[config.mk]
export PLATFORM = sky130hd
export DESIGN_NAME = log_afpm_stream
export DESIGN_NICKNAME = d
export VERILOG_FILES = /design/src/rtl/afpm_pkg.sv /design/src/rtl/afpm_classify.sv /design/src/rtl/log_afpm_stream.sv
export SDC_FILE = /design/constraint.sdc
export NUM_CORES = 1
export LEC_CHECK = 0
export CAP_MARGIN = 20
export CORE_MARGIN = 4
export CORE_UTILIZATION = 45
export DETAILED_ROUTE_END_ITERATION = 16
export SLEW_MARGIN = 20
export SYNTH_ARGS = -nofsm -noshare
export SYNTH_HDL_FRONTEND = slang
export SYNTH_HIERARCHICAL = 1
export SYNTH_SLANG_ARGS = --single-unit
export TNS_END_PERCENT = 100
[constraint.sdc]
create_clock -name clk -period 6.25 [get_ports clk]
set_clock_uncertainty 0.2 [all_clocks]
set_input_delay 1.5625 -clock clk [delete_from_list [all_inputs] [get_ports clk]]
set_output_delay 1.5625 -clock clk [all_outputs]
set_load 0.1 [all_outputs]
[src/rtl/afpm_pkg.sv]
// Shared types and constants for the logarithmic approximate FP multiplier.
// Operand classes, mode encodings, flag bit positions and the canonical NaN pattern.
package afpm_pkg;

   typedef enum logic [1:0] {
      ZERO = 2'd0,
      NORM = 2'd1,
      INF  = 2'd2,
      NAN  = 2'd3
   } fp_class_t;

   localparam logic MODE_MITCHELL = 1'b0;
   localparam logic MODE_EXACT    = 1'b1;

   localparam int FLAG_UNF = 0;
   localparam int FLAG_OVF = 1;
   localparam int FLAG_NAN = 2;
   localparam int FLAG_W   = 3;

   // Canonical quiet NaN {0, all-ones, 1<<(man_w-1)}; callers keep the low word bits.
   function automatic logic [31:0] canon_nan(input int exp_w, input int man_w);
      return 32'(((1 << exp_w) - 1) << man_w) | 32'(1 << (man_w - 1));
   endfunction

endpackage

[src/rtl/afpm_classify.sv]
// Splits one float into its fields and classifies it; subnormals are treated as zero.
module afpm_classify
   import afpm_pkg::*;
#(
   parameter  int EXP_W = 5,
   parameter  int MAN_W = 10,
   localparam int FP_W  = 1 + EXP_W + MAN_W
) (
   input  logic [FP_W-1:0]  op,
   output logic             sign,
   output logic [EXP_W-1:0] exp_f,
   output logic [MAN_W-1:0] man_f,
   output fp_class_t        cls
);

   always_comb begin
      sign  = op[FP_W-1];
      exp_f = op[FP_W-2 -: EXP_W];
      man_f = op[MAN_W-1:0];
      if (exp_f == '0)
         cls = ZERO;
      else if (exp_f == '1)
         cls = (man_f == '0) ? INF : NAN;
      else
         cls = NORM;
   end

endmodule

[src/rtl/log_afpm_stream.sv]
// Three-stage streaming FP multiplier: Mitchell log-approximate or exact-truncated per op.
// S1 registers classified operands, S2 forms exponent sum and mantissa sum/product, S3 packs.
module log_afpm_stream
   import afpm_pkg::*;
#(
   parameter  int EXP_W = 5,
   parameter  int MAN_W = 10,
   parameter  int TAG_W = 4,
   localparam int BIAS  = (1 << (EXP_W - 1)) - 1,
   localparam int FP_W  = 1 + EXP_W + MAN_W
) (
   input  logic              clk,
   input  logic              rst,
   input  logic              in_valid,
   output logic              in_ready,
   input  logic [FP_W-1:0]   in_a,
   input  logic [FP_W-1:0]   in_b,
   input  logic              in_mode,
   input  logic [TAG_W-1:0]  in_tag,
   output logic              out_valid,
   input  logic              out_ready,
   output logic [FP_W-1:0]   out_p,
   output logic [TAG_W-1:0]  out_tag,
   output logic [FLAG_W-1:0] out_flags
);

   localparam int PW = 2 * MAN_W + 2;
   localparam logic signed [EXP_W+1:0] BIAS_S = (EXP_W + 2)'(BIAS);
   localparam logic signed [EXP_W+1:0] E_ALL1 = (EXP_W + 2)'((1 << EXP_W) - 1);
   localparam logic [FP_W-1:0] NAN_WORD = FP_W'(canon_nan(EXP_W, MAN_W));

   // Handshake: a transfer happens on valid & ready. The whole pipe, bubbles included,
   // shifts when adv = !out_valid | out_ready; in_ready is adv, so a stalled output freezes all.
   logic adv;
   assign adv      = !out_valid || out_ready;
   assign in_ready = adv;

   logic             ca_sign, cb_sign;
   logic [EXP_W-1:0] ca_exp, cb_exp;
   logic [MAN_W-1:0] ca_man, cb_man;
   fp_class_t        ca_cls, cb_cls;

   afpm_classify #(.EXP_W(EXP_W), .MAN_W(MAN_W)) u_cls_a (
      .op(in_a), .sign(ca_sign), .exp_f(ca_exp), .man_f(ca_man), .cls(ca_cls)
   );
   afpm_classify #(.EXP_W(EXP_W), .MAN_W(MAN_W)) u_cls_b (
      .op(in_b), .sign(cb_sign), .exp_f(cb_exp), .man_f(cb_man), .cls(cb_cls)
   );

   logic             s1_valid, s1_mode, s1_sa, s1_sb;
   logic [TAG_W-1:0] s1_tag;
   logic [EXP_W-1:0] s1_ea, s1_eb;
   logic [MAN_W-1:0] s1_ma, s1_mb;
   fp_class_t        s1_ca, s1_cb;

   always_ff @(posedge clk or posedge rst) begin
      if (rst) begin
         s1_valid <= 1'b0;
         s1_mode  <= MODE_MITCHELL;
         s1_tag   <= '0;
         s1_sa    <= 1'b0;
         s1_sb    <= 1'b0;
         s1_ea    <= '0;
         s1_eb    <= '0;
         s1_ma    <= '0;
         s1_mb    <= '0;
         s1_ca    <= ZERO;
         s1_cb    <= ZERO;
      end else if (adv) begin
         s1_valid <= in_valid;
         s1_mode  <= in_mode;
         s1_tag   <= in_tag;
         s1_sa    <= ca_sign;
         s1_sb    <= cb_sign;
         s1_ea    <= ca_exp;
         s1_eb    <= cb_exp;
         s1_ma    <= ca_man;
         s1_mb    <= cb_man;
         s1_ca    <= ca_cls;
         s1_cb    <= cb_cls;
      end
   end

   logic signed [EXP_W+1:0] esum_c;
   logic [MAN_W:0]          sum_c;
   logic [PW-1:0]           prod_c;
   logic                    nan_c, inf_c, zero_c;
   logic                    unused_prod_lo;

   always_comb begin
      esum_c = $signed({2'b00, s1_ea}) + $signed({2'b00, s1_eb}) - BIAS_S;
      sum_c  = {1'b0, s1_ma} + {1'b0, s1_mb};
      prod_c = PW'({1'b1, s1_ma}) * PW'({1'b1, s1_mb});
      nan_c  = (s1_ca == NAN) || (s1_cb == NAN) ||
               (s1_ca == INF && s1_cb == ZERO) || (s1_ca == ZERO && s1_cb == INF);
      inf_c  = (s1_ca == INF) || (s1_cb == INF);
      zero_c = (s1_ca == ZERO) || (s1_cb == ZERO);
   end

   // Product bits below the kept window are truncated away.
   assign unused_prod_lo = ^prod_c[MAN_W-1:0];

   logic                    s2_valid, s2_mode, s2_sign, s2_nan, s2_inf, s2_zero;
   logic [TAG_W-1:0]        s2_tag;
   logic signed [EXP_W+1:0] s2_esum;
   logic [MAN_W:0]          s2_sum;
   logic [MAN_W+1:0]        s2_ph;

   always_ff @(posedge clk or posedge rst) begin
      if (rst) begin
         s2_valid <= 1'b0;
         s2_mode  <= MODE_MITCHELL;
         s2_tag   <= '0;
         s2_sign  <= 1'b0;
         s2_esum  <= '0;
         s2_sum   <= '0;
         s2_ph    <= '0;
         s2_nan   <= 1'b0;
         s2_inf   <= 1'b0;
         s2_zero  <= 1'b0;
      end else if (adv) begin
         s2_valid <= s1_valid;
         s2_mode  <= s1_mode;
         s2_tag   <= s1_tag;
         s2_sign  <= s1_sa ^ s1_sb;
         s2_esum  <= esum_c;
         s2_sum   <= sum_c;
         s2_ph    <= prod_c[PW-1:MAN_W];
         s2_nan   <= nan_c;
         s2_inf   <= inf_c;
         s2_zero  <= zero_c;
      end
   end

   logic                    c_n;
   logic [MAN_W-1:0]        m_n;
   logic signed [EXP_W+1:0] e_n;
   logic [FP_W-1:0]         p_n;
   logic [FLAG_W-1:0]       f_n;

   always_comb begin
      c_n = (s2_mode == MODE_EXACT) ? s2_ph[MAN_W+1] : s2_sum[MAN_W];
      if (s2_mode == MODE_EXACT)
         m_n = c_n ? s2_ph[MAN_W:1] : s2_ph[MAN_W-1:0];
      else
         m_n = s2_sum[MAN_W-1:0];
      e_n = s2_esum + $signed({{(EXP_W + 1){1'b0}}, c_n});
      p_n = {s2_sign, e_n[EXP_W-1:0], m_n};
      f_n = '0;
      if (s2_nan) begin
         p_n           = NAN_WORD;
         f_n[FLAG_NAN] = 1'b1;
      end else if (s2_inf) begin
         p_n = {s2_sign, {EXP_W{1'b1}}, {MAN_W{1'b0}}};
      end else if (s2_zero) begin
         p_n = {s2_sign, {(FP_W - 1){1'b0}}};
      end else if (e_n >= E_ALL1) begin
         p_n           = {s2_sign, {EXP_W{1'b1}}, {MAN_W{1'b0}}};
         f_n[FLAG_OVF] = 1'b1;
      end else if (e_n[EXP_W+1] || e_n == E_ALL1 - E_ALL1) begin
         p_n           = {s2_sign, {(FP_W - 1){1'b0}}};
         f_n[FLAG_UNF] = 1'b1;
      end
   end

   always_ff @(posedge clk or posedge rst) begin
      if (rst) begin
         out_valid <= 1'b0;
         out_p     <= '0;
         out_tag   <= '0;
         out_flags <= '0;
      end else if (adv) begin
         out_valid <= s2_valid;
         if (s2_valid) begin
            out_p     <= p_n;
            out_tag   <= s2_tag;
            out_flags <= f_n;
         end
      end
   end

endmodule

# --- Word-level counts from Yosys, hierarchy flattened ---
# Cells that the tools add are included.
word_totals:
  word_cells: 77
  register_bits: 106
op_classes:
  n_mul: 1
  add_sub_neg: 4
  magnitude_cmp: 1
  n_reduce_logical: 18
  eq_ne: 6
  muxes: 21
  n_bitwise: 1
ops:
  columns: ["op", "n"]
  rows:
  - ["$mux 15", 4]
  - ["$mul 11x11->22", 1]
  - ["$logic_not 10->1", 2]
  - ["$mux 10", 2]
  - ["$mux 16", 1]
  - ["$mux 2", 7]
  - ["$add 10x10->11", 1]
  - ["$eq 5x5->1 const B", 2]
  - ["$logic_not 5->1", 2]
  - ["$eq 2x2->1 const B", 4]
  - ["$add 7x2->7", 1]
  - ["$ge 7x6->1 const B", 1]
  - ["$logic_not 7->1", 1]
  - ["$logic_or 1x1->1", 7]
  - ["$mux 1", 7]
  - ["$sub 6x4->7 const B", 1]
  - ["$add 5x5->6", 1]
  - ["$logic_not 2->1", 2]
  - ["$logic_and 1x1->1", 2]
  - ["$reduce_and 2->1", 1]
  - ["$logic_not 1->1", 1]
  - ["$xor 1x1->1", 1]

# --- Logic depth before layout (Yosys ltp) ---
# Gate-level depths: netlist of run 1.
logic_depth:
  depth_word: 9
  ltp_mapped: 20

# --- Modules after synthesis ---
# The synthesis of run 1 kept the hierarchy.
modules_own_cells:
  columns: ["module", "n_inst", "cells_each", "area_per_inst_um2"]
  rows:
  - ["log_afpm_stream", 1, 982, 8714.6]
  - ["afpm_classify", 2, 25, 170.2]

# --- Least setup slack after synthesis of run 1 ---
# OpenSTA, ideal clock, no wires.
synth_timing:
  kind: "register to register"
  start: "register s1_ma[7]"
  end: "register s2_ph[6]"
  setup_time_ns: 0.134
  arrival_time_ns: 4.621
  stages_incl_launch_ff: 20
  setup_slack_ns: 1.295
  path_buffers: 1
  cell_sequence: "dfrtp_1 -> clkbuf_1 -> nand2_1 -> fa_1 -> inv_1 -> fa_1 -> inv_1 -> fa_1 -> inv_1 -> fa_1 -> inv_1 -> fa_1 -> inv_1 -> ha_1 -> nand2_1 -> a2bb2oi_4 -> nand3_2 -> a31oi_4 -> xor2_1 -> o21ai_0"
synth_between:
  elab_chain_len: 1
synth_lines:
  columns: ["item", "line", "text"]
  rows:
  - ["start: declaration", "log_afpm_stream.sv:53", "logic [MAN_W-1:0] s1_ma, s1_mb;"]
  - ["start signal: assignment", "log_afpm_stream.sv:77", "s1_ma <= ca_man;"]
  - ["$mul 11x11->22", "log_afpm_stream.sv:93", "prod_c = PW'({1'b1, s1_ma}) * PW'({1'b1, s1_mb});"]
  - ["end signal: assignment", "log_afpm_stream.sv:128", "s2_ph <= prod_c[PW-1:MAN_W];"]
  - ["end: declaration", "log_afpm_stream.sv:107", "logic [MAN_W+1:0] s2_ph;"]
# Every way passes these cells.
# A chain may end at the register's enable or synchronous reset.

# --- Worst setup path after layout of run 1 ---
layout_timing:
  start: "register s1_mb[5]"
  end: "register s2_ph[11]"
layout_between:
  elab_chain_len: 1
layout_lines:
  columns: ["item", "line", "text"]
  rows:
  - ["start: declaration", "log_afpm_stream.sv:53", null]
  - ["start signal: assignment", "log_afpm_stream.sv:78", "s1_mb <= cb_man;"]
  - ["$mul 11x11->22", "log_afpm_stream.sv:93", null]
# Every way passes these cells.

==> flow_summary.yaml, run 1 <==
outcome:
  status: "completed"
yosys:
  avgSynthCellArea_um2: 8.774
  synth_edf_count: 0
  yosysUniqueCellTypes: 56
  syn_nets: 1230
  synth_area_um2: 9055
  synth_flop_cell: "dfrtp_1"
  async_flop_share_pct: 100.0
  yosys_warnings: 6
  syn_inst: 1032
  ys_ff_latch: 106
  yosysSeqAreaShare_pct: 29.29
cts:
  clkTransAtPathRegs_ps: 80
  clk_path_buf_depth: 2
  htreeDepth: 3
  post-cts-setup-buffers: 0
  cts_hold_buf: 0
  root_buffer: "clkbuf_16"
  cts.sinks: 106
  cts_buffers: 9
  clock_latency_ps: 360
  tritoncts: "yes"
  post_cts_resized: 0
final_layout:
  n_antenna_cell: 0
  design_area_um2: 9953
  nets: 1235
  postLayoutCoreUtil_pct: 50.64
  drive_gt1_share_pct: 3.647
  area_delta_synth_final_pct: 9.921
die:
  die_w_um: 149.9
  rows: 51
  pin_count: 66
  dieArea_um2: 22460
  die_y_um: 149.9
  core_area_um2: 19650
  floorplan.initialDensity_pct: 46.07
place:
  placed_cell_area_um2: 9651
  dp.final_hpwl_um: 15690
  port_buffers: 65
  gp_congestion: 0.8739
  place_ws_ps: 840.3
global_route:
  antenna_found_initial: 0
  grt_overflow: 0
  grtUsageTotal_pct: 19.00
  grt_pass1_wl_um: 33970
  grt_pass1_vias: 6668
  grt_max_degree: 100
worst_setup_path:
  worstSetupStartpoint: "s1_mb[5]"
  worstPathArrival_ps: 5420
  critPathKind: "reg -> reg"
  cp_max_fo: 12
  r2r_start: "s1_mb[5]"
  worstPathRequired_ps: 6280
  start_kind: "register"
  critPathCaptureType: "register"
run:
  drv_cap: 0
drt:
  firstDrtPassIters: 5
  drc: 0
  vias_per_cell: 5.075
  first_iter_violations: 334
  vias: 6633
  finalWirelength_um: 20020
  wl_per_cell_um: 15.32
  ant_nets: 0
sta:
  setup_viol: 0
  hold_viol_final: 0
  finalSetupTns_ps: 0
  period_share_pct: 86.19
  worstMarginPinSlew_ps: 979.6
  max_freq_mhz: 185.6
  min_period_ps: 5387
  rsz0062_at_grt: "no"
  worst_slack_ps: 863.4
  finalMaxSlewViolations: 0
  maxSlewHeadroom_pct: 34.49
min_path:
  holdCritStartpoint: "s2_tag[1]"
  hold_path_class: "reg -> reg"
==> cell usage after synthesis (all sizes together) (3+ instances only) <==
| library cell | count | area, um^2 |
|---|---|---|
| mux2i | 10 | 100.1 |
| nand3b | 3 | 22.52 |
| ha | 76 | 950.9 |
| xnor2 | 12 | 105.1 |
| nor4 | 3 | 18.77 |
| nand3 | 11 | 70.07 |
| a21oi | 34 | 185.2 |
| nor3b | 5 | 47.54 |
| nor3 | 7 | 35.03 |
| o21a | 4 | 30.03 |
| nand2b | 6 | 37.54 |
| buf | 48 | 317.8 |
| xor2 | 11 | 96.34 |
| o21ai | 69 | 349.1 |
| clkbuf | 26 | 98.84 |
| and2 | 32 | 202.7 |
| fa | 81 | 1622 |
| inv | 137 | 514.2 |
| nor2b | 4 | 25.02 |
| dfrtp | 106 | 2653 |
| nand2 | 245 | 919.6 |
| or4 | 7 | 52.55 |
| a31oi | 8 | 65.06 |
| a21o | 11 | 82.58 |
| nor2 | 42 | 157.7 |
| a211oi | 8 | 70.06 |
==> area by class of cell <==
cell class                 count  area (um^2)
timing repair buffer          68        670.6
inverter                     137        516.7
clock buffer                  11        242.7
sequential                   106         2653
clock inverter                 5        60.06
fill                        1937         9701
multi-input combinational    715         5479
tap                          265        331.6
==> metal layers <==
layer,GRT usage (%),vias up,wire length (um)
met4,4.758,0,295
met1,28.58,3172,10100
li1,-,3261,-
met5,0,-,0
met2,28.81,177,8554
met3,2.877,23,1078
==> logic make-up after synthesis <==
| family | synth area share, % |
|---|---|
| XOR/XNOR | 2.225 |
| AND/OR/NAND/NOR | 18.13 |
| multiplexers | 1.354 |
| AO/OA/AOI/OAI | 10.31 |
| flip-flops | 29.29 |
| adder cells (fa/ha/maj) | 28.41 |
| buffers and inverters | 10.28 |
==> critical path, stage by stage, from the launching register on <==
cell and delay, ps:
dfrtp_1 550, ha_1 370, fa_1 550, inv_1 70, fa_1 530, inv_1 50, fa_1 400, fa_1 510
inv_1 50, fa_1 470, inv_1 40, ha_1 350, o21a_1 170, nor2_1 60, nor3_1 340, a21oi_2 150
nor4_1 300, a211oi_1 90
==> layout by cell type (no fill, tap or decap), types with 4 or more instances in the layout <==
master / synthesis / routed
clkbuf_16: 0 / 9
nor2_1: 42 / 42
a31oi_1: 7 / 7
nand2b_1: 6 / 6
nand3_1: 8 / 8
or4_1: 7 / 7
a21o_1: 11 / 11
xnor2_1: 12 / 12
o21ai_1: 4 / 4
dfrtp_1: 106 / 106
inv_1: 137 / 135
o21a_1: 4 / 4
a211oi_1: 6 / 6
nor3_1: 7 / 7
clkdlybuf4s50_1: 0 / 64
ha_1: 76 / 76
buf_4: 32 / 4
mux2i_1: 10 / 10
and2_1: 31 / 31
xor2_1: 11 / 11
o21ai_0: 64 / 64
a21oi_1: 32 / 32
fa_1: 81 / 81
nand2_1: 245 / 245
==> per-stage QoR <==
step / hold WS [ps] / cells
3_3_place_gp: 249.2 / 1291
4_1_cts: 266.5 / 1307
5_1_grt: 287.3 / 1307
6_report: 264.5 / 1307
2_1_floorplan: 233.4 / 1032
3_5_place_dp: 247.6 / 1291
==> final timing paths <==
path                               to  slack, ps  cells past startpoint
hold reg to reg            out_tag[1]        260                      2
max in group asynchronous  s2_esum[3]       3320                      3
hold / removal             out_tag[1]        260                      2
setup reg to reg            s2_ph[11]        860                     17
min in group asynchronous   out_valid       1540                      2
setup / recovery            s2_ph[11]        860                     17
==> sequential cells by signal, summed over array words and instances, names as in the netlist, 3 cells and up <==
signal	flops
s2_esum	7
out_p	16
s2_tag	4
s1_tag	4
out_tag	4
s1_ma	10
s1_mb	10
s1_ea	5
s1_eb	5
out_flags	3
s2_ph	12
s2_sum	11
Power of run 1 is not shown: default switching activity piles up to over one toggle a cycle in this logic, so the estimate is an artifact.
==> inputs of run 2 (changes only) <==
--- a/config.mk
+++ b/config.mk
@@ -5,6 +5,7 @@
 export SDC_FILE = /design/constraint.sdc
 export NUM_CORES = 1
 export LEC_CHECK = 0
+export ABC_AREA = 1
 export CAP_MARGIN = 20
 export CORE_MARGIN = 4
 export CORE_UTILIZATION = 45
==> run 2 against run 1 <==
Against the previous run: utilization is 0.17 points higher; count of clock-buffer cells in the layout decreased by 1; routed wire length increased by 5.3%; critical endpoint is now s2_ph[8]; non-clock buffer count increased by 1; critical path type unchanged; register-to-register slack better by 60 ps; global-route usage fell by 0.28 points; synthesized cell count grew 16%; worst setup slack gained 57 ps; first-iteration DRC count is 0.30% higher; sequential cell count is the same; area after synthesis up 4.8%.
==> flow_summary.yaml, run 2 <==
place:
  dp.final_hpwl_um: 16520
  place_inst: 1466
  port_buffers: 65
  place_ws_ps: 938.4
  gp_congestion: 0.8953
yosys:
  synth_edf_count: 0
  synth_top_cells_by_area: "dfrtp_1, fa_1, nand2_1, ha_1, inv_1"
  synth_area_um2: 9487
  synth.most_common_cell: "nand2_1"
  syn_inst: 1200
  ys_ff_latch: 106
  synth_top_area_cell: "dfrtp_1"
  yosys_warnings: 6
  async_flop_share_pct: 100.0
  syn_nets: 1398
  synth_commonest_cells: "nand2_1, inv_1, dfrtp_1"
  yosysUniqueCellTypes: 46
  synth_flop_cell: "dfrtp_1"
  yosysTopAreaCellShare_pct: 27.96
  avgSynthCellArea_um2: 7.905
  yosysSeqAreaShare_pct: 27.96
final_layout:
  drive_gt1_share_pct: 4.620
  mostFrequentLayoutCell: "nand2_1"
  nets: 1405
  largest_reg_flops: 16
  final_cell_mix: "nand2_1, inv_1, dfrtp_1, fa_1, ha_1"
  largestRegisters: "out_p: 16 flops, s2_ph: 12 flops, s2_sum: 11 flops"
  fill_cells: 2040
  n_antenna_cell: 0
  largest_register: "out_p"
  area_delta_synth_final_pct: 9.773
  fin_cells: 1482
die:
  pin_count: 66
  core_area_um2: 20490
  rows: 52
  die_w_um: 153.2
  dieArea_um2: 23470
  die_y_um: 153.2
  floorplan.initialDensity_pct: 46.29
cts:
  clkTransAtPathRegs_ps: 80
  post_cts_resized: 0
  root_buffer: "clkbuf_16"
  clk_path_buf_depth: 2
  htreeDepth: 3
  tritoncts: "yes"
  cts.sinks: 106
  cts_hold_buf: 0
  clock_latency_ps: 350
  post-cts-setup-buffers: 0
  cts_buffers: 9
global_route:
  grt_pass1_vias: 7063
  grtUsageTotal_pct: 18.72
  antenna_found_initial: 0
  grt_max_degree: 96
  grt_overflow: 0
  grt_pass1_wl_um: 36050
worst_setup_path:
  start_kind: "register"
  critPathCaptureType: "register"
  critPathKind: "reg -> reg"
  cp_max_fo: 12
  worstPathArrival_ps: 5340
  worstPathRequired_ps: 6260
drt:
  drc: 0
  vias_per_cell: 4.835
  firstDrtPassIters: 5
  vias: 7165
  wl_per_cell_um: 14.23
  finalWirelength_um: 21090
  ant_nets: 0
  first_iter_violations: 335
outcome:
  status: "completed"
sta:
  hold_viol_final: 0
  worstMarginPinSlew_ps: 981.8
  finalSetupTns_ps: 0
  finalMaxSlewViolations: 0
  min_period_ps: 5330
  max_freq_mhz: 187.6
  period_share_pct: 85.27
  worst_slack_ps: 920.4
  rsz0062_at_grt: "no"
  setup_viol: 0
  maxSlewHeadroom_pct: 34.34
min_path:
  hold_path_class: "reg -> reg"
run:
  drv_cap: 0
[run 2: cell types whose count changed in the layout (fill, tap and decap cells not counted), moves of 9 or more]
cell,before,now
a21o_1,11,0
a22oi_1,0,10
and2_1,31,0
inv_1,135,232
mux2i_1,10,1
nand2_1,245,348
nand3_1,8,36
[run 2: layout make-up]
class / instances / area [um^2] / area share (%)
Clock buffer: 10 / 229.0 / 2.199
Multi-Input combinational cell: 783 / 5528 / 53.08
Inverter: 238 / 895.9 / 8.603
Tap cell: 270 / 337.8 / 3.244
Clock inverter: 6 / 80.08 / 0.7690
Timing Repair Buffer: 69 / 690.7 / 6.632
Sequential cell: 106 / 2653 / 25.47
[run 2: path summary, 6_finish.rpt]
path / endpoint / from / depth (start not counted) / slack (ps)
min in group asynchronous: out_p[12] / rst / 2 / 1520
hold / removal: out_tag[2] / out_tag[2] / 2 / 280
max in group asynchronous: s1_tag[3] / rst / 3 / 3290
hold reg to reg: out_tag[2] / out_tag[2] / 2 / 280
setup reg to reg: s2_ph[8] / s1_mb[5] / 17 / 920
setup / recovery: s2_ph[8] / s1_mb[5] / 17 / 920
[run 2: metrics by stage]
| step | util (%) | area, um^2 | hold slack, ps |
|---|---|---|---|
| 3_5_place_dp | 49.30 | 10100 | 262.2 |
| 2_1_floorplan | - | 9487 | 248.7 |
| 3_3_place_gp | 49.30 | 10100 | 252.8 |
| 6_report | 50.81 | 10410 | 278.1 |
| 5_1_grt | 50.81 | 10410 | 301.8 |
| 4_1_cts | 50.81 | 10410 | 281.6 |
[run 2: cell families after synthesis]
family / count (synthesis) / synth area share (%)
flip-flops: 106 / 27.96
XOR/XNOR: 19 / 1.912
AND/OR/NAND/NOR: 464 / 20.38
multiplexers: 1 / 0.1055
buffers and inverters: 311 / 13.77
AO/OA/AOI/OAI: 142 / 8.758
adder cells (fa/ha/maj): 157 / 27.12
[run 2: layer usage]
metal  GRT usage, %  vias to the layer above  routed length [um]
li1               -                     3646                   -
met1          28.45                     3369               10740
met2          28.30                      132                9253
met3          3.025                       18                 845
met4          4.073                        0                 247
met5              0                        -                   0
[run 2: worst max-delay path, stage by stage, from the launching register on]
cell,delay (ps)
dfrtp_1,590
ha_1,340
fa_1,540
inv_1,50
fa_1,530
inv_1,50
fa_1,410
fa_1,520
inv_1,50
fa_1,470
inv_1,40
ha_1,340
a21oi_1,270
o21ai_0,170
a211oi_1,300
nand3_1,120
nand3_1,120
o21ai_1,80
Power of run 2 is left out for the same reason.
==> inputs of run 3 (changes only) <==
--- a/config.mk
+++ b/config.mk
@@ -10,7 +10,8 @@
 export CORE_MARGIN = 4
 export CORE_UTILIZATION = 45
 export DETAILED_ROUTE_END_ITERATION = 16
-export SLEW_MARGIN = 20
+export DONT_BUFFER_PORTS = 1
+export SLEW_MARGIN = 5
 export SYNTH_ARGS = -nofsm -noshare
 export SYNTH_HDL_FRONTEND = slang
 export SYNTH_HIERARCHICAL = 1
==> run 3 against run 2 <==
Against the previous run: routed wire length shrank 1.6%; cell area shrank 6.5%; non-clock buffer count shrank 65; worst setup slack lost 18 ps; register-to-register slack lost 20 ps; count of clock-buffer cells in the layout shrank 1; maximum frequency shrank 0.34%; critical path type unchanged.
==> flow_summary.yaml, run 3 (synthesis results as in run 2) <==
cts:
  tritoncts: "yes"
  cts_buffers: 9
  root_buffer: "clkbuf_16"
  htreeDepth: 3
  clkTransAtPathRegs_ps: 70
  clock_latency_ps: 360
  clk_path_buf_depth: 2
  cts.sinks: 106
  post_cts_resized: 0
  cts_hold_buf: 0
  post-cts-setup-buffers: 0
sta:
  min_period_ps: 5348
  maxSlewHeadroom_pct: 37.57
  max_freq_mhz: 187.0
  hold_viol_final: 0
  period_share_pct: 85.57
  worstMarginPinSlew_ps: 936.5
  finalMaxSlewViolations: 0
  worst_slack_ps: 902.0
  finalSetupTns_ps: 0
  setup_viol: 0
  rsz0062_at_grt: "no"
drt:
  ant_nets: 0
  first_iter_violations: 372
  finalWirelength_um: 20750
  wl_per_cell_um: 14.64
  drc: 0
  vias: 6929
  vias_per_cell: 4.890
  firstDrtPassIters: 5
global_route:
  grtUsageTotal_pct: 18.39
  antenna_found_initial: 0
  grt_pass1_wl_um: 35520
  grt_pass1_vias: 6887
  grt_overflow: 0
  grt_max_degree: 96
place:
  dp.final_hpwl_um: 16210
  port_buffers: 0
  place_ws_ps: 872.6
  gp_congestion: 0.9035
worst_setup_path:
  start_kind: "register"
  critPathKind: "reg -> reg"
  critPathCaptureType: "register"
  worstPathArrival_ps: 5350
  worstPathRequired_ps: 6250
  cp_max_fo: 12
min_path:
  hold_path_class: "reg -> reg"
final_layout:
  largest_register: "out_p"
  final_cell_mix: "nand2_1, inv_1, dfrtp_1, fa_1, ha_1"
  largest_reg_flops: 16
  n_antenna_cell: 0
  drive_gt1_share_pct: 4.882
  mostFrequentLayoutCell: "nand2_1"
  nets: 1340
  largestRegisters: "out_p: 16 flops, s2_ph: 12 flops, s2_sum: 11 flops"
  area_delta_synth_final_pct: 2.664
die:
  die_w_um: 153.2
  pin_count: 66
  core_area_um2: 20490
  rows: 52
  floorplan.initialDensity_pct: 46.29
  dieArea_um2: 23470
  die_y_um: 153.2
run:
  drv_cap: 0
outcome:
  status: "completed"
run 3: area by class of cell:
type                            count  area, um^2
Tap cell                          270       337.8
Multi-Input combinational cell    783        5528
Clock buffer                        9       225.2
Timing Repair Buffer                4       30.03
Fill cell                        2115       10760
Sequential cell                   106        2653
Clock inverter                      7       67.56
Inverter                          238       898.4
run 3: per-layer routing:
metal | up-vias | track usage, % | share of wire [%]
met5 | - | 0 | 0
met4 | 0 | 3.055 | 0.88
met3 | 19 | 3.958 | 5.2
met2 | 147 | 27.61 | 43
met1 | 3263 | 27.85 | 51
li1 | 3500 | - | -
run 3: critical path: stages, from the launching register on:
cell and delay (ps):
dfrtp_1 600, ha_1 360, fa_1 560, inv_1 60, fa_1 530, inv_1 50, fa_1 400, fa_1 510
inv_1 50, fa_1 470, inv_1 40, ha_1 340, a21oi_1 270, o21ai_0 170, a211oi_1 290, nand3_1 120
nand3_1 110, o21ai_1 80
run 3: worst paths after layout:
path	start	depth (start not counted)	end	slack, ps
max	s1_mb[5]	17	s2_ph[8]	900
min	s2_ph[2]	2	s2_ph[2]	280
max reg2reg	s1_mb[5]	17	s2_ph[8]	900
min reg2reg	s2_ph[2]	2	s2_ph[2]	280
max in group asynchronous	rst	2	s2_ph[1]	3810
min in group asynchronous	rst	1	out_p[11]	1060
run 3: through the flow:
stage / util (%) / hold slack (ps) / instance area (um^2) / instances
final: 47.52 / 280.6 / 9739 / 1417
after global routing: 47.52 / 317.0 / 9739 / 1417
after CTS: 47.52 / 285.6 / 9739 / 1417
after detailed placement: 46.09 / 266.1 / 9447 / 1401
after global placement: 46.09 / 262.3 / 9447 / 1401
after floorplan: - / 248.7 / 9487 / 1200
Power of run 3 is left out for the same reason.
==> RTL change 1 (settings of run 3) <==
`EXP_W` is set to 5 in 2 places; all go to 6.
--- a/src/rtl/afpm_classify.sv
+++ b/src/rtl/afpm_classify.sv
@@ -2,7 +2,7 @@
 module afpm_classify
    import afpm_pkg::*;
 #(
-   parameter  int EXP_W = 5,
+   parameter  int EXP_W = 6,
    parameter  int MAN_W = 10,
    localparam int FP_W  = 1 + EXP_W + MAN_W
 ) (
--- a/src/rtl/log_afpm_stream.sv
+++ b/src/rtl/log_afpm_stream.sv
@@ -3,7 +3,7 @@
 module log_afpm_stream
    import afpm_pkg::*;
 #(
-   parameter  int EXP_W = 5,
+   parameter  int EXP_W = 6,
    parameter  int MAN_W = 10,
    parameter  int TAG_W = 4,
    localparam int BIAS  = (1 << (EXP_W - 1)) - 1,
Ports: changed (resized in_a, in_b and out_p); port bits go from 66 to 69. No check against the original RTL was run, so the function may have changed too.
==> RTL change 1 against run 3 <==
Routed wire length rose by 3.9%; worst setup slack improved by 13 ps; synthesized cell count rose by 2.9%; synthesized area rose by 1.5%; final area rose by 1.7%; count of clock-buffer cells in the layout did not move; non-clock buffer count did not move; sequential cell count rose by 4.
Power is not shown: default switching activity piles up to over one toggle a cycle in this logic, so the estimate is an artifact.
==> RTL change 1: results (changes against run 3) <==
\begin{tabular}{lr}
\hline
Metric & Value \\
\hline
\multicolumn{2}{l}{\textbf{Status}} \\
\quad Status & completed \\
\multicolumn{2}{l}{\textbf{Synthesis}} \\
\quad Cell variety after synth & 40 (-13\%) \\
\quad Post-synthesis adder-cell area fraction & 0.270 (-0.00152) \\
\quad Share of the synthesized area in compound gates (AO/OA/AOI/OAI) & 0.0795 (-0.00808) \\
\quad Most used standard cells in the synthesized netlist & sky130\_fd\_sc\_hd\_\_nand2\_1, sky130\_fd\_sc\_hd\_\_inv\_1, sky130\_fd\_sc\_hd\_\_dfrtp\_1 \\
\quad Top cells by area, synth & sky130\_fd\_sc\_hd\_\_dfrtp\_1, sky130\_fd\_sc\_hd\_\_fa\_1, sky130\_fd\_sc\_hd\_\_nand2\_1 \\
\quad Syn Area/Cell & 7.80 µm² (-1.3\%) \\
\quad Multiplexer share of the synthesized area & 0 (-0.00106) \\
\quad Post-Synth XOR/XNOR Area & 0.0125 (-0.00666) \\
\quad Register area share after synthesis & 0.286 (+0.00614) \\
\multicolumn{2}{l}{\textbf{Setup path}} \\
\quad Cell with the largest stage delay on the worst path & sky130\_fd\_sc\_hd\_\_fa\_1 \\
\quad Delay of the slowest cell on the worst path & 550 ps (-50 ps) \\
\quad Arrival time at the worst endpoint & 5390 ps (+40 ps) \\
\quad Critical Path Fanout Max & 11 (-1) \\
\multicolumn{2}{l}{\textbf{Place}} \\
\quad Area after detailed placement & 9580 µm² (+1.4\%) \\
\quad Post-detailed-placement half-perimeter wirelength & 16800 µm (+3.3\%) \\
\quad Final RePlAce weighted congestion & 0.881 (-2.5\%) \\
\multicolumn{2}{l}{\textbf{Global routing}} \\
\quad Maximum number of pins on one net before global-route repair & 78 (-19\%) \\
\quad First-pass GRT wire length & 37100 µm (+4.5\%) \\
\quad All-Layer GR Usage & 0.191 (+0.00684) \\
\quad Via count of the first global-routing pass & 7223 (+4.9\%) \\
\multicolumn{2}{l}{\textbf{Finish}} \\
\quad Leading registers by flop count & out\_p: 17 flops, s2\_ph: 12 flops, s2\_sum: 11 flops \\
\quad Post-route non-filler standard cell count & 1452 (+2.5\%) \\
\quad Filler cell count & 2094 (-0.99\%) \\
\quad Area of the multi-input gates & 5620 µm² (+1.7\%) \\
\multicolumn{2}{l}{\textbf{Drt}} \\
\quad 1st-iter DRT viols & 364 (-2.2\%) \\
\quad Avg WL per Cell & 14.8 µm (+1.3\%) \\
\quad Routed vias & 7135 (+3.0\%) \\
\multicolumn{2}{l}{\textbf{STA}} \\
\quad Worst Max-Slew Pin Slew & 930 ps (-6.21 ps) \\
\hline
\end{tabular}
RTL change 1: metal layers:
layer | global-route usage | vias to the layer above | routed length [µm]
li1 | - | 3639 | -
met1 | 0.295 | 3330 | 11100
met2 | 0.284 | 152 | 9170
met3 | 0.0367 | 14 | 1090
met4 | 0.0299 | 0 | 182
met5 | 0 | - | 0
RTL change 1: worst paths after layout:
check	cells after the start	endpoint	slack, ps	startpoint
worst max-delay path	20	s2_ph[7]$_DFFE_PP0N_	910	s1_ma[5]$_DFFE_PP0N_
worst min-delay path	2	s2_ph[0]$_DFFE_PP0N_	280	s2_ph[0]$_DFFE_PP0N_
worst max register to register	20	s2_ph[7]$_DFFE_PP0N_	910	s1_ma[5]$_DFFE_PP0N_
worst min register to register	2	s2_ph[0]$_DFFE_PP0N_	280	s2_ph[0]$_DFFE_PP0N_
max in group asynchronous	2	s2_ph[2]$_DFFE_PP0N_	3700	rst
min in group asynchronous	1	s1_tag[3]$_DFFE_PP0N_	990	rst
RTL change 1: per-stage QoR:
stage	setup WS [ps]	hold slack, ps
2_1_floorplan	1410	244
3_3_place_gp	968	264
3_5_place_dp	883	267
4_1_cts	872	287
5_1_grt	595	306
6_report	915	285
RTL change 1: worst max-delay path: cells and delay by family (launching register included):
kind	cells	cell delay (ps)
AOI/OAI and AO/OA	1	230
DFF	1	540
buffers and inverters	4	200
and+or+nand+nor	8	700
adders and majority gates	7	3350
RTL change 1: cell type report:
| class | instances | area share |
|---|---|---|
| clock buffer | 9 | 0.0227 |
| clock inverter | 7 | 0.00985 |
| inverter | 221 | 0.0845 |
| multi-input combinational | 826 | 0.567 |
| sequential | 110 | 0.278 |
| tap | 275 | 0.0347 |
| timing repair buffer | 4 | 0.00303 |
==> RTL change 2 (config.mk and constraints of run 3) <==
Without the edit above. Put one more register stage on the output `out_flags`, cleared by the reset. The value now appears one clock later. The other outputs are not delayed to match.
--- a/src/rtl/log_afpm_stream.sv
+++ b/src/rtl/log_afpm_stream.sv
@@ -28,6 +28,8 @@
    localparam logic signed [EXP_W+1:0] BIAS_S = (EXP_W + 2)'(BIAS);
    localparam logic signed [EXP_W+1:0] E_ALL1 = (EXP_W + 2)'((1 << EXP_W) - 1);
    localparam logic [FP_W-1:0] NAN_WORD = FP_W'(canon_nan(EXP_W, MAN_W));
+
+   logic [FLAG_W-1:0] out_flags_s0;
 
    // Handshake: a transfer happens on valid & ready. The whole pipe, bubbles included,
    // shifts when adv = !out_valid | out_ready; in_ready is adv, so a stalled output freezes all.
@@ -168,14 +170,22 @@
          out_valid <= 1'b0;
          out_p     <= '0;
          out_tag   <= '0;
-         out_flags <= '0;
+         out_flags_s0 <= '0;
       end else if (adv) begin
          out_valid <= s2_valid;
          if (s2_valid) begin
             out_p     <= p_n;
             out_tag   <= s2_tag;
-            out_flags <= f_n;
+            out_flags_s0 <= f_n;
          end
+      end
+   end
+
+   always_ff @(posedge clk or posedge rst) begin
+      if (rst) begin
+         out_flags <= '0;
+      end else begin
+         out_flags <= out_flags_s0;
       end
    end
 
Check against the original RTL: not equivalent (Yosys sat finds a counterexample within 4 cycles, from zero or initial values and one cycle with rst high).
==> RTL change 2 against run 3 <==
Sequential cell count rose by 3; synthesized area grew 0.84%; worst setup slack better by 130 ps; routed wire length rose by 4.3%; first-iteration DRC count increased by 22%; final area up 1.4%; cell count rose by 1.2%; count of clock-buffer cells in the layout is the same; critical endpoint is now s2_ph[11]$_DFFE_PP0N_.
Power is not shown: default switching activity piles up to over one toggle a cycle in this logic, so the estimate is an artifact.
==> RTL change 2: results (changes against run 3) <==
\begin{tabular}{lr}
\hline
Metric & Value \\
\hline
\multicolumn{2}{l}{\textbf{Finish}} \\
\quad Final antenna diode count & 0 (unchanged) \\
\quad Clock network contribution to total cell area & 0.0315 (+0.00148) \\
\quad Non-clock buffer area fraction after layout & 0.00507 (+0.00198) \\
\quad Filler cell count & 2126 (+0.52\%) \\
\quad Flip-flop and latch share of the layout cell area & 0.276 (+0.00377) \\
\quad Share of post-route cells with drive strength above 1 & 0.0423 (-0.00655) \\
\quad Multi-Input Combinational & 786 (+0.38\%) \\
\quad Area of the multi-input gates & 5520 µm² (-0.11\%) \\
\multicolumn{2}{l}{\textbf{Synthesis}} \\
\quad Register area share after synthesis & 0.285 (+0.00551) \\
\quad Multiplexer share of the synthesized area & 0 (-0.00106) \\
\quad Top cells by area, synth & sky130\_fd\_sc\_hd\_\_dfrtp\_1, sky130\_fd\_sc\_hd\_\_fa\_1, sky130\_fd\_sc\_hd\_\_nand2\_1 \\
\quad Syn Nets & 1411 (+0.93\%) \\
\quad Cell variety after synth & 45 (-2.2\%) \\
\quad Most used standard cells in the synthesized netlist & sky130\_fd\_sc\_hd\_\_nand2\_1, sky130\_fd\_sc\_hd\_\_inv\_1, sky130\_fd\_sc\_hd\_\_dfrtp\_1 \\
\quad Post-synthesis adder-cell area fraction & 0.269 (-0.00227) \\
\multicolumn{2}{l}{\textbf{Drt}} \\
\quad Avg WL per Cell & 15.1 µm (+3.0\%) \\
\quad 1st-iter DRT viols & 452 (+22\%) \\
\quad DR vias/cell & 4.88 (-0.10\%) \\
\multicolumn{2}{l}{\textbf{STA}} \\
\quad Worst Max-Slew Pin Slew & 981 ps (+44.0 ps) \\
\multicolumn{2}{l}{\textbf{Global routing}} \\
\quad Via count of the first global-routing pass & 6956 (+1.0\%) \\
\quad First-pass GRT wire length & 36700 µm (+3.2\%) \\
\quad All-Layer GR Usage & 0.191 (+0.00680) \\
\multicolumn{2}{l}{\textbf{Place}} \\
\quad Area after detailed placement & 9540 µm² (+0.98\%) \\
\quad Final RePlAce weighted congestion & 0.901 (-0.25\%) \\
\multicolumn{2}{l}{\textbf{Setup path}} \\
\quad Worst r2r path cells & 20 (+3) \\
\quad Critical Path Fanout Max & 11 (-1) \\
\quad Arrival time at the worst endpoint & 5280 ps (-70 ps) \\
\quad Critical path destination & s2\_ph[11]\$\_DFFE\_PP0N\_ \\
\quad Slack of the worst reg-to-reg path & 1030 ps (+130 ps) \\
\multicolumn{2}{l}{\textbf{Worst hold path}} \\
\quad Number of stages on the worst hold path & 0 (-2) \\
\quad End point of the most critical hold path & out\_flags[2]\$\_DFF\_PP0\_ \\
\multicolumn{2}{l}{\textbf{Floorplan}} \\
\quad Number of well-tap cells placed & 275 (+1.9\%) \\
\multicolumn{2}{l}{\textbf{Status}} \\
\quad Status & completed \\
\hline
\end{tabular}
## RTL change 2: changes by cell type after synthesis, sizes merged, moves of 4 or more
cell / run 3 / this run
nor3: 6 / 11
xor2: 10 / 15
nand3: 39 / 32
nor2: 52 / 60
xnor2: 9 / 5
a21oi: 41 / 37
inv: 237 / 243
clkbuf: 31 / 35
## RTL change 2: metrics by stage
stage                     instances  utilization  setup WS [ps]  hold WS (ps)
after floorplan                1213            -           1340           154
final                          1434        0.471           1030           186
after CTS                      1433        0.470            990           191
after global placement         1417        0.455           1050           162
after global routing           1434        0.471            663           195
after detailed placement       1417        0.455           1010           171
## RTL change 2: metal layers
metal | vias up | GRT usage | share of wire
li1 | 3543 | - | -
met1 | 3300 | 0.291 | 0.50
met2 | 139 | 0.289 | 0.44
met3 | 23 | 0.0276 | 0.040
met4 | 0 | 0.0437 | 0.016
met5 | - | 0 | 0
